[src/rtl/branch_cond_unit_pkg.sv]
// Shared flag bit positions and condition-code encodings for branch evaluation.
package branch_cond_unit_pkg;

  localparam int unsigned FLAG_W = 4;
  localparam int unsigned COND_W = 4;

  localparam int unsigned FLAG_V = 3;
  localparam int unsigned FLAG_Z = 2;
  localparam int unsigned FLAG_N = 1;
  localparam int unsigned FLAG_C = 0;

  typedef enum logic [COND_W-1:0] {
    COND_EQ = 4'd0,
    COND_NE = 4'd1,
    COND_CS = 4'd2,
    COND_CC = 4'd3,
    COND_MI = 4'd4,
    COND_PL = 4'd5,
    COND_VS = 4'd6,
    COND_VC = 4'd7,
    COND_HI = 4'd8,
    COND_LS = 4'd9,
    COND_GE = 4'd10,
    COND_LT = 4'd11,
    COND_GT = 4'd12,
    COND_LE = 4'd13,
    COND_AL = 4'd14,
    COND_NV = 4'd15
  } cond_e;

endpackage

[src/rtl/branch_cond_unit_cond_eval.sv]
// Combinational condition-code evaluator: flags + condition -> taken.
module branch_cond_unit_cond_eval
  import branch_cond_unit_pkg::*;
(
  input  logic [FLAG_W-1:0] flags,
  input  logic [COND_W-1:0] cond,
  output logic              taken
);

  logic v, z, n, c;

  assign v = flags[FLAG_V];
  assign z = flags[FLAG_Z];
  assign n = flags[FLAG_N];
  assign c = flags[FLAG_C];

  // Decode the condition against the supplied flags
  always_comb begin
    taken = 1'b0;
    case (cond_e'(cond))
      COND_EQ: taken = z;
      COND_NE: taken = ~z;
      COND_CS: taken = c;
      COND_CC: taken = ~c;
      COND_MI: taken = n;
      COND_PL: taken = ~n;
      COND_VS: taken = v;
      COND_VC: taken = ~v;
      COND_HI: taken = c & ~z;
      COND_LS: taken = ~c | z;
      COND_GE: taken = (n == v);
      COND_LT: taken = (n != v);
      COND_GT: taken = ~z & (n == v);
      COND_LE: taken = z | (n != v);
      COND_AL: taken = 1'b1;
      COND_NV: taken = 1'b0;
      default: taken = 1'b0;
    endcase
  end

endmodule

[src/rtl/branch_cond_unit.sv]
// Architectural flag register plus registered branch-decision stage with valid/ready.
module branch_cond_unit
  import branch_cond_unit_pkg::*;
#(
  parameter int unsigned ADDR_W = 32,
  parameter int unsigned CNT_W  = 16
) (
  input  logic              clk,
  input  logic              reset,
  input  logic [FLAG_W-1:0] status_in,
  input  logic              flag_we,
  input  logic              req_valid,
  output logic              req_ready,
  input  logic [COND_W-1:0] req_cond,
  input  logic [ADDR_W-1:0] req_target,
  output logic              rsp_valid,
  input  logic              rsp_ready,
  output logic              rsp_taken,
  output logic [ADDR_W-1:0] rsp_target,
  output logic [FLAG_W-1:0] flags_q,
  output logic [CNT_W-1:0]  taken_cnt
);

  logic [FLAG_W-1:0] eff_flags;
  logic              eval_taken;
  logic              accept;
  logic              deliver_taken;

  // Same-cycle flag writes bypass the register so the new status is evaluated
  assign eff_flags     = flag_we ? status_in : flags_q;
  assign req_ready     = ~rsp_valid | rsp_ready;
  assign accept        = req_valid & req_ready;
  assign deliver_taken = rsp_valid & rsp_ready & rsp_taken;

  branch_cond_unit_cond_eval u_cond_eval (
    .flags (eff_flags),
    .cond  (req_cond),
    .taken (eval_taken)
  );

  // Flag register update
  always_ff @(posedge clk) begin
    if (reset) begin
      flags_q <= '0;
    end else if (flag_we) begin
      flags_q <= status_in;
    end
  end

  // Single-entry response register; payload holds while stalled or drained
  always_ff @(posedge clk) begin
    if (reset) begin
      rsp_valid  <= 1'b0;
      rsp_taken  <= 1'b0;
      rsp_target <= '0;
    end else if (accept) begin
      rsp_valid  <= 1'b1;
      rsp_taken  <= eval_taken;
      rsp_target <= req_target;
    end else if (rsp_ready) begin
      rsp_valid  <= 1'b0;
    end
  end

  // Saturating count of taken decisions handed to the consumer
  always_ff @(posedge clk) begin
    if (reset) begin
      taken_cnt <= '0;
    end else if (deliver_taken && (taken_cnt != {CNT_W{1'b1}})) begin
      taken_cnt <= taken_cnt + CNT_W'(1);
    end
  end

endmodule

[config.mk]
export PLATFORM = sky130hd
export DESIGN_NAME = branch_cond_unit
export DESIGN_NICKNAME = d
export VERILOG_FILES = /design/src/rtl/branch_cond_unit_pkg.sv /design/src/rtl/branch_cond_unit_cond_eval.sv /design/src/rtl/branch_cond_unit.sv
export SDC_FILE = /design/constraint.sdc
export NUM_CORES = 1
export LEC_CHECK = 0
export CAP_MARGIN = 20
export CORE_MARGIN = 3
export CORE_UTILIZATION = 30
export DETAILED_ROUTE_END_ITERATION = 7
export PLACE_DENSITY = 0.66
export SLEW_MARGIN = 20
export SYNTH_ARGS = -nofsm -noshare
export SYNTH_HDL_FRONTEND = slang
export SYNTH_SLANG_ARGS = --single-unit
export TNS_END_PERCENT = 5
[constraint.sdc]
create_clock -name clk -period 4.1 [get_ports clk]
set_input_delay 0.41 -clock clk [delete_from_list [all_inputs] [get_ports clk]]
set_output_delay 0.41 -clock clk [all_outputs]
set_load 0.05 [all_outputs]
Word level (Yosys, flattened, before mapping)
Index checks and enable logic that the tools add are counted.

storage, ports and cells
  flip-flop bits (word level) = 54
  input bits = 45
  word-level logic and storage cells = 44

cells by class
  $add $sub $neg = 1
  equality and inequality tests = 18
  multiplexer cells = 4
  bitwise gates (word level) = 13
  reduce and logical (&&, ||, !) cells = 3

operators with widths
  cell                     count
  $eq A4 B4 Y1 const B     8
  $add A16 B1 Y16 const B  1
  $eq A4 B3 Y1 const B     4
  $ne A16 B16 Y1 const B   1
  $pmux W1 S16             1
  $eq A4 B2 Y1 const B     2
  $and A1 B1 Y1            5
  $not A1 Y1               5
  $eq A4 B1 Y1 const B     1
  $logic_not A4 Y1         1
  $mux W4                  1
  $or A1 B1 Y1             3
  $mux W1                  2
  $reduce_bool A2 Y1       1
  $eq A1 B1 Y1             1
  $logic_and A1 B1 Y1      1
  $ne A1 B1 Y1             1

Depth between registers and ports, before layout
Gate-level depths: netlist (run 1).

  depth in word-level cells = 4
  depth in mapped cells = 7
  depth with buffers taken out = 6

Hierarchy
From an unflattened synthesis (run 1), not the netlist that was laid out.

second synthesis, totals
  cells, all modules = 278
  area, all modules = 2301.0 um2

modules (own cells, without submodules)
  module                      instances  cells each  area an instance (um2)  sequential area each (um2)
  branch_cond_unit            1          255         2145.8                  1081.0
  branch_cond_unit_cond_eval  1          23          155.1                   0.0

Least setup slack after synthesis (run 1)
OpenSTA, ideal clock, no wires.

  path type = register -> register
  start = register rsp_valid
  end = register rsp_taken
  setup time = 0.117 ns
  arrival time = 1.894 ns
  required time = 3.983 ns
  path slack = 2.089 ns
  cell stages (with the launch flop) = 7
  buffers on the path = 1
  period minus slack after synthesis = 2.011 ns
  cell sequence = dfxtp_1 > nand2b_1 > and2_1 > clkbuf_1 > nor2_1 > a211oi_1 > a32o_1

on the way
  longest elaborated chain between the ends = 3

ends and longest elaborated chain
  what                    line                    source
  from (decl)             branch_cond_unit.sv:16  output logic rsp_valid,
  from (signal assigned)  branch_cond_unit.sv:53  rsp_valid <= 1'b0;
  from (signal assigned)  branch_cond_unit.sv:57  rsp_valid <= 1'b1;
  from (signal assigned)  branch_cond_unit.sv:61  rsp_valid <= 1'b0;
  $not A1 Y1              branch_cond_unit.sv:31  assign req_ready = ~rsp_valid | rsp_ready;
  $or A1 B1 Y1            branch_cond_unit.sv:31
  net req_ready           branch_cond_unit.sv:13  output logic req_ready,
  $and A1 B1 Y1           branch_cond_unit.sv:32  assign accept = req_valid & req_ready;
  to (signal assigned)    branch_cond_unit.sv:58  rsp_taken <= eval_taken;
  to (decl)               branch_cond_unit.sv:18  output logic rsp_taken,

The timed path passes the listed nets, and every way through them passes these cells.
A chain may end at the register's enable or synchronous reset.

Worst setup path in the final report (run 1)
  start = input port rsp_ready
  end = output port req_ready

on the way
  longest elaborated chain between the ends = 1

ends and longest elaborated chain
  what          line                    source
  from (decl)   branch_cond_unit.sv:17  input logic rsp_ready,
  $or A1 B1 Y1  branch_cond_unit.sv:31
  to (decl)     branch_cond_unit.sv:13

No other way between the ends.

==> out/metrics.csv, run 1 <==
stage;metric;value;unit
synthesis;synth-edff-count;0;
synthesis;yosysWarnings;0;
sta;rsz0062_at_grt;false;
die;design.core.area;7410;um^2
place;dp_hpwl;4310;um
sta;tns;0;ns
detailed_routing;firstDrtPassIters;4;
sta;finalHoldViolCount;0;
detailed_routing;drt-total-wl;6000;um
sta;final_max_slew_viol_count;0;
place;place_congestion;0.815;
clocking;cts_setup_buffers;0;
layout;nFillCells;738;
place;dp_slack;1.79;ns
power_and_ir_drop;ir_drop;0.153;mV
global_routing;antenna_found_initial;0;
clocking;numClockSinks;54;
synthesis;synth_cells;288;
power_and_ir_drop;power.leakage;0.00121;uW
clocking;cts_htree_levels;2;
detailed_routing;antenna_left;0;
worst_setup_path;cp_cell_sequence;clkdlybuf4s50_1, nand2b_1, clkdlybuf4s50_1;
global_routing;track_usage;13.5;%
synthesis;ys_seq_elements;54;
clocking;cts_buffers;5;
die;die_h;94.5;um
layout;fin_area;3500;um^2
sta;skew;0.00769;ns
sta;worst_slew_pin_slew;1.00;ns
synthesis;yosys.area.top_type;dfxtp_1;
detailed_routing;drt_iter0_markers;85;
global_routing;grt_pass1_wl;9820;um
clocking;clk_pin_slew_worst_paths;0.09;ns
sta;min_period;2.27;ns
clocking;cts_tree;done;
global_routing;grt_max_degree;56;
clocking;clockBufferDepth;2;
worst_setup_path;cp_num_buf_inv;2;
synthesis;synth_top_cells_by_area;dfxtp_1, nand2_1, a21oi_1, xnor2_1, nor2_1;
worst_setup_path;worstSetupPathType;in -> out;
sta;hold-worst-slack;0.455;ns
worst_setup_path;start_kind;primary input;
synthesis;synth_cell_types;39;
worst_setup_path;crit_path_end_kind;output pin;
detailed_routing;via_per_inst;4.73;
worst_setup_path;cpPeakStageDelay;0.82;ns
detailed_routing;wire_per_inst;12.6;um
worst_setup_path;path_delay_family;buffers and inverters;
synthesis;avgSynthCellArea;8.16;um^2
worst_setup_path;crit_fanout;4;
job;cap_violations;0;
global_routing;grt_pass1_vias;2126;
clocking;cts_resized;0;
layout;antennaDiodeCount;0;
sta;relSlewSlack;33.2;%
global_routing;gr-total-overflow;0;
synthesis;async_flop_share;0;%
die;die_w;94.5;um
synthesis;synth_seq_area_share;46.0;%
layout;syn_to_final_growth;48.9;%
sta;min_period_over_period;55.5;%
die;top_level_ports;100;
worst_setup_path;cp.required;3.69;ns
clocking;clk_latency;0.30;ns
synthesis;synth_nets;334;
sta;finalWorstSetupSlack;1.83;ns
place;io_buffers;99;
hold_path;min_path_type;reg -> reg;
die;rows;31;
sta;fmaxAchievable;440;MHz
layout;layout-drive-gt1-share;5.31;%
synthesis;synth.top_cell.area_share;46.0;%
die;start_util;31.7;%
synthesis;synth_area;2350;um^2
worst_setup_path;cpMostUsedCell;clkdlybuf4s50_1;
sta;setup_viol;0;
run_status;status;completed;
place;dpl_cell_area;3390;um^2
worst_setup_path;cp.arrival;1.86;ns
synthesis;synth-main-ff-cell;dfxtp_1;
worst_setup_path;slowest_stage;clkdlybuf4s50_1;
power_and_ir_drop;power_density;329;nW/um^2
worst_setup_path;ff2ff_setup_slack;2.02;ns
detailed_routing;dr_total_vias;2251;
clocking;cts_hold_buf;0;
layout;nets;422;
clocking;cts-root-buf;clkbuf_8;
die;die_area;8930;um^2
detailed_routing;drc;0;
flip-flops by register name (all words and copies together), names as in the netlist:
register	cells
rsp_taken	1
flags_q	4
rsp_valid	1
rsp_target	32
taken_cnt	16
worst register-to-register path, delay by kind of cell, from the launching register on:
family | cells | cell delay (ns)
XOR/XNOR | 1 | 0.19
AO/OA/AOI/OAI | 1 | 0.27
adder cells (fa/ha/maj) | 1 | 0.32
flip-flops | 1 | 0.41
AND/OR/NAND/NOR | 3 | 0.75
cell usage after synthesis, types with 3 or more instances:
| cell | number |
|---|---|
| nand2_1 | 70 |
| dfxtp_1 | 54 |
| a21oi_1 | 39 |
| nor2_1 | 21 |
| clkbuf_1 | 17 |
| nand3_1 | 13 |
| xnor2_1 | 11 |
| mux2i_1 | 6 |
| nor3_1 | 5 |
| xor2_1 | 5 |
| a211oi_1 | 4 |
| nor2b_1 | 4 |
| o21ai_0 | 4 |
| or3_1 | 4 |
| nand4_1 | 3 |
cell usage in the layout, fill, tap and decap left out, types with 2 or more instances in the layout:
cell type        Yosys  layout
xor2_1               5       5
inv_1                2       2
mux2i_1              6       6
nor2b_1              4       4
a21oi_1             39      39
nor2_1              21      21
clkbuf_8             0       5
clkinv_2             0       2
o21ai_0              4       4
dfxtp_1             54      54
mux2_2               2       2
nand2_1             70      70
nor3_1               5       5
a2111oi_0            2       2
nand3_1             13      13
buf_4                0       2
xnor2_1             11      11
a211oi_1             4       4
clkdlybuf4s50_1      0      98
nand4_1              3       3
or3_1                4       4
layout make-up:
class	instances	area (um^2)	area share, %
Clock inverter	3	40.0	1.14
Sequential cell	54	1080	30.9
Multi-Input combinational cell	212	1180	33.6
Timing Repair Buffer	101	1000	28.6
Tap cell	99	124	3.54
Inverter	2	7.51	0.215
Clock buffer	5	68.8	1.97
path summary, 6_finish.rpt:
check                                    from                     endpoint  depth (start not counted)
hold reg to reg   rsp_target[19]$_SDFFE_PP0P_  rsp_target[19]$_SDFFE_PP0P_                          2
setup / recovery                    rsp_ready                    req_ready                          3
hold / removal    rsp_target[19]$_SDFFE_PP0P_  rsp_target[19]$_SDFFE_PP0P_                          2
setup reg to reg    taken_cnt[0]$_SDFFE_PP0P_    taken_cnt[5]$_SDFFE_PP0P_                          6
power breakdown:
group	internal (uW)	total (uW)	switching, uW	leakage, uW
registers	547	560	12.5	0.000442
clock network	180	346	166	0.0000579
logic	100	246	146	0.000712
cell families (layout without fill, tap and decap cells):
group / Yosys count / in the layout / synth area share [%]
buffers and inverters: 22 / 111 / 3.94
adders and majority gates: 1 / 1 / 0.532
xor gates and xnor gates: 16 / 16 / 5.96
AOI/OAI and AO/OA: 56 / 56 / 14.1
and+or+nand+nor: 131 / 131 / 25.9
muxes: 8 / 8 / 3.51
DFF: 54 / 54 / 46.0
routing by layer:
layer | vias up | track usage [%] | part of all wire (%)
met2 | 68 | 22.6 | 48
met4 | 0 | 3.61 | 0.93
met1 | 1027 | 16.5 | 44
li1 | 1152 | - | -
met3 | 4 | 4.70 | 7.6
met5 | - | 0 | 0
through the flow:
step	utilization, %	instances	power, uW
floorplan	-	288	717
global placement	45.8	468	818
detailed placement	45.8	468	820
CTS	47.2	476	1170
global route	47.2	476	1210
finish	47.2	476	1150
(Power assumes the default switching activity.)
==> run 2, diff against run 1 <==
--- a/config.mk
+++ b/config.mk
@@ -9,7 +9,7 @@
 export CORE_MARGIN = 3
 export CORE_UTILIZATION = 30
 export DETAILED_ROUTE_END_ITERATION = 7
-export PLACE_DENSITY = 0.66
+export PLACE_DENSITY = 0.68
 export SLEW_MARGIN = 20
 export SYNTH_ARGS = -nofsm -noshare
 export SYNTH_HDL_FRONTEND = slang
==> constraint.sdc (replaced) <==
create_clock -name clk -period 2 [get_ports clk]
set_input_delay 0.2 -clock clk [delete_from_list [all_inputs] [get_ports clk]]
set_output_delay 0.2 -clock clk [all_outputs]
set_load 0.05 [all_outputs]
==> out/metrics.csv, run 2 (synthesized netlist as in run 1, its figures left out) <==
stage;metric;value;unit;change
detailed_routing;wire_per_inst;13.4;um;+6.1%
clocking;clockBufferDepth;2;;unchanged
global_routing;antenna_found_initial;0;;unchanged
power_and_ir_drop;power_density;635;nW/um^2;+93%
place;place_congestion;0.870;;+6.7%
global_routing;gr-total-overflow;0;;unchanged
global_routing;track_usage;15.1;%;+1.6 points
worst_setup_path;cp.arrival;1.66;ns;-0.20 ns
worst_setup_path;cp.required;1.80;ns;-1.89 ns
worst_setup_path;r2r-start;taken_cnt[7]$_SDFFE_PP0P_;;
job;cap_violations;0;;unchanged
detailed_routing;antenna_left;0;;unchanged
layout;layout-drive-gt1-share;9.44;%;+4.1 points
clocking;cts_buffers;5;;unchanged
die;die_w;94.5;um;unchanged
global_routing;grt_pass1_vias;2272;;+6.9%
layout;syn_to_final_growth;54.0;%;
sta;setup_viol;0;;unchanged
worst_setup_path;crit_fanout;5;;+1
layout;final_common_cell;clkdlybuf4s50_1;;
layout;nFillCells;717;;-2.8%
power_and_ir_drop;power.leakage;0.00128;uW;+5.8%
sta;skew;0.0108;ns;+0.00306 ns
worst_setup_path;crit_path_end_kind;output pin;;
layout;multi_input_area;1180;um^2;+0.21%
hold_path;min_path_type;in -> reg;;
layout;regMostFlops;rsp_target;;
worst_setup_path;worstSetupPathType;reg -> out;;
hold_path;holdPathEnd;flags_q[2]$_SDFF_PP0_;;
layout;antennaDiodeCount;0;;unchanged
clocking;cts_htree_levels;2;;unchanged
worst_setup_path;ff2ff_setup_slack;0.22;ns;-1.80 ns
clocking;cts_resized;0;;unchanged
global_routing;grt_max_degree;34;;-39%
detailed_routing;drt_iter0_markers;128;;+51%
detailed_routing;drc;0;;unchanged
worst_setup_path;start_kind;flop;;
die;start_util;31.7;%;unchanged
sta;final_max_slew_viol_count;0;;unchanged
detailed_routing;dr_total_vias;2316;;+2.9%
sta;fmaxAchievable;539;MHz;
layout;final_cell_mix;clkdlybuf4s50_1, nand2_1, dfxtp_1, a21oi_1, nor2_1;;
power_and_ir_drop;ir_drop;0.408;mV;+170%
layout;nets;437;;+3.6%
sta;tns;0;ns;unchanged
hold_path;hold_path.startpoint;reset;;
layout;top_regs;rsp_target x32, taken_cnt x16, flags_q x4;;
clocking;cts_tree;done;;
power_and_ir_drop;power;2300;uW;+99%
sta;worst_slew_pin_slew;0.577;ns;-0.425 ns
worst_setup_path;worstSetupStartpoint;taken_cnt[3]$_SDFFE_PP0P_;;
layout;largest_reg_flops;32;;unchanged
worst_setup_path;slowest_stage;clkdlybuf4s50_1;;
worst_setup_path;ff2ff_path_depth;6;;unchanged
detailed_routing;drt-total-wl;6570;um;+9.4%
detailed_routing;via_per_inst;4.72;;-0.26%
die;top_level_ports;100;;unchanged
layout;register_area;1080;um^2;unchanged
hold_path;min_path_cells;2;;unchanged
worst_setup_path;cpPeakStageDelay;0.80;ns;-0.02 ns
clocking;numClockSinks;54;;unchanged
worst_setup_path;cp_num_buf_inv;2;;unchanged
clocking;cts-root-buf;clkbuf_8;;
clocking;cts_setup_buffers;0;;unchanged
sta;relSlewSlack;60.5;%;+27 points
clocking;clk_pin_slew_worst_paths;0.10;ns;about the same
sta;finalWorstSetupSlack;0.144;ns;-1.68 ns
layout;utilization;48.9;%;+1.6 points
worst_setup_path;path_delay_family;buffers and inverters;;
run_status;status;completed;;
die;rows;31;;unchanged
detailed_routing;firstDrtPassIters;4;;unchanged
sta;min_period_over_period;92.8;%;
place;dp_slack;0.0235;ns;-1.76 ns
clocking;cts_hold_buf;0;;unchanged
die;die_area;8930;um^2;unchanged
place;dp_hpwl;4900;um;+14%
die;die_h;94.5;um;unchanged
sta;min_period;1.86;ns;
worst_setup_path;cp_cell_sequence;buf_4, clkdlybuf4s50_1;;
clocking;clk_latency;0.31;ns;about the same
place;io_buffers;99;;unchanged
sta;finalHoldViolCount;0;;unchanged
die;design.core.area;7410;um^2;unchanged
worst_setup_path;r2r-end;taken_cnt[7]$_SDFFE_PP0P_;;
sta;rsz0062_at_grt;false;;
global_routing;grt_pass1_wl;10900;um;+11%
run 2: cell types whose count changed in the layout (fill, tap and decap cells not counted), sizes merged:
cell and delta:
clkinvlp +2, clkdlybuf4s50 -1, bufinv -1, buf +16, clkinv -2, inv +1
run 2: cell type report:
class                   count  share of cell area [%]
multi-input cells         212                    32.6
repair buffers            116                    31.4
flip-flops and latches     54                    29.9
well taps                  99                    3.42
clock buffers               5                    1.90
clock inverters             3                   0.657
inverters                   2                   0.207
run 2: how the worst max path moves through the flow:
stage | to | cells after the start
global placement | rsp_taken$_SDFFE_PP0P_ | 6
CTS | taken_cnt[3] | 2
finish | taken_cnt[3] | 2
global route | taken_cnt[7]$_SDFFE_PP0P_ | 6
detailed placement | rsp_taken$_SDFFE_PP0P_ | 7
floorplan | taken_cnt[10]$_SDFFE_PP0P_ | 6
run 2: metrics by stage:
step | cells | cell area [um^2] | hold WS [ns]
floorplan | 288 | 2350 | 0.329
global placement | 483 | 3530 | 0.442
detailed placement | 483 | 3530 | 0.447
CTS | 491 | 3620 | 0.351
global route | 491 | 3620 | 0.371
finish | 491 | 3620 | 0.352
run 2: per-layer routing:
| layer | routed length (um) | GRT usage, % |
|---|---|---|
| met5 | 0 | 0 |
| met3 | 453 | 3.82 |
| met2 | 3170 | 25.6 |
| met4 | 76 | 4.57 |
| met1 | 2870 | 18.8 |
run 2: report_power, final:
group	internal, uW	switching [uW]	total, uW
registers	1120	25.8	1150
logic	220	307	527
clock network	251	372	624
total	1590	705	2300
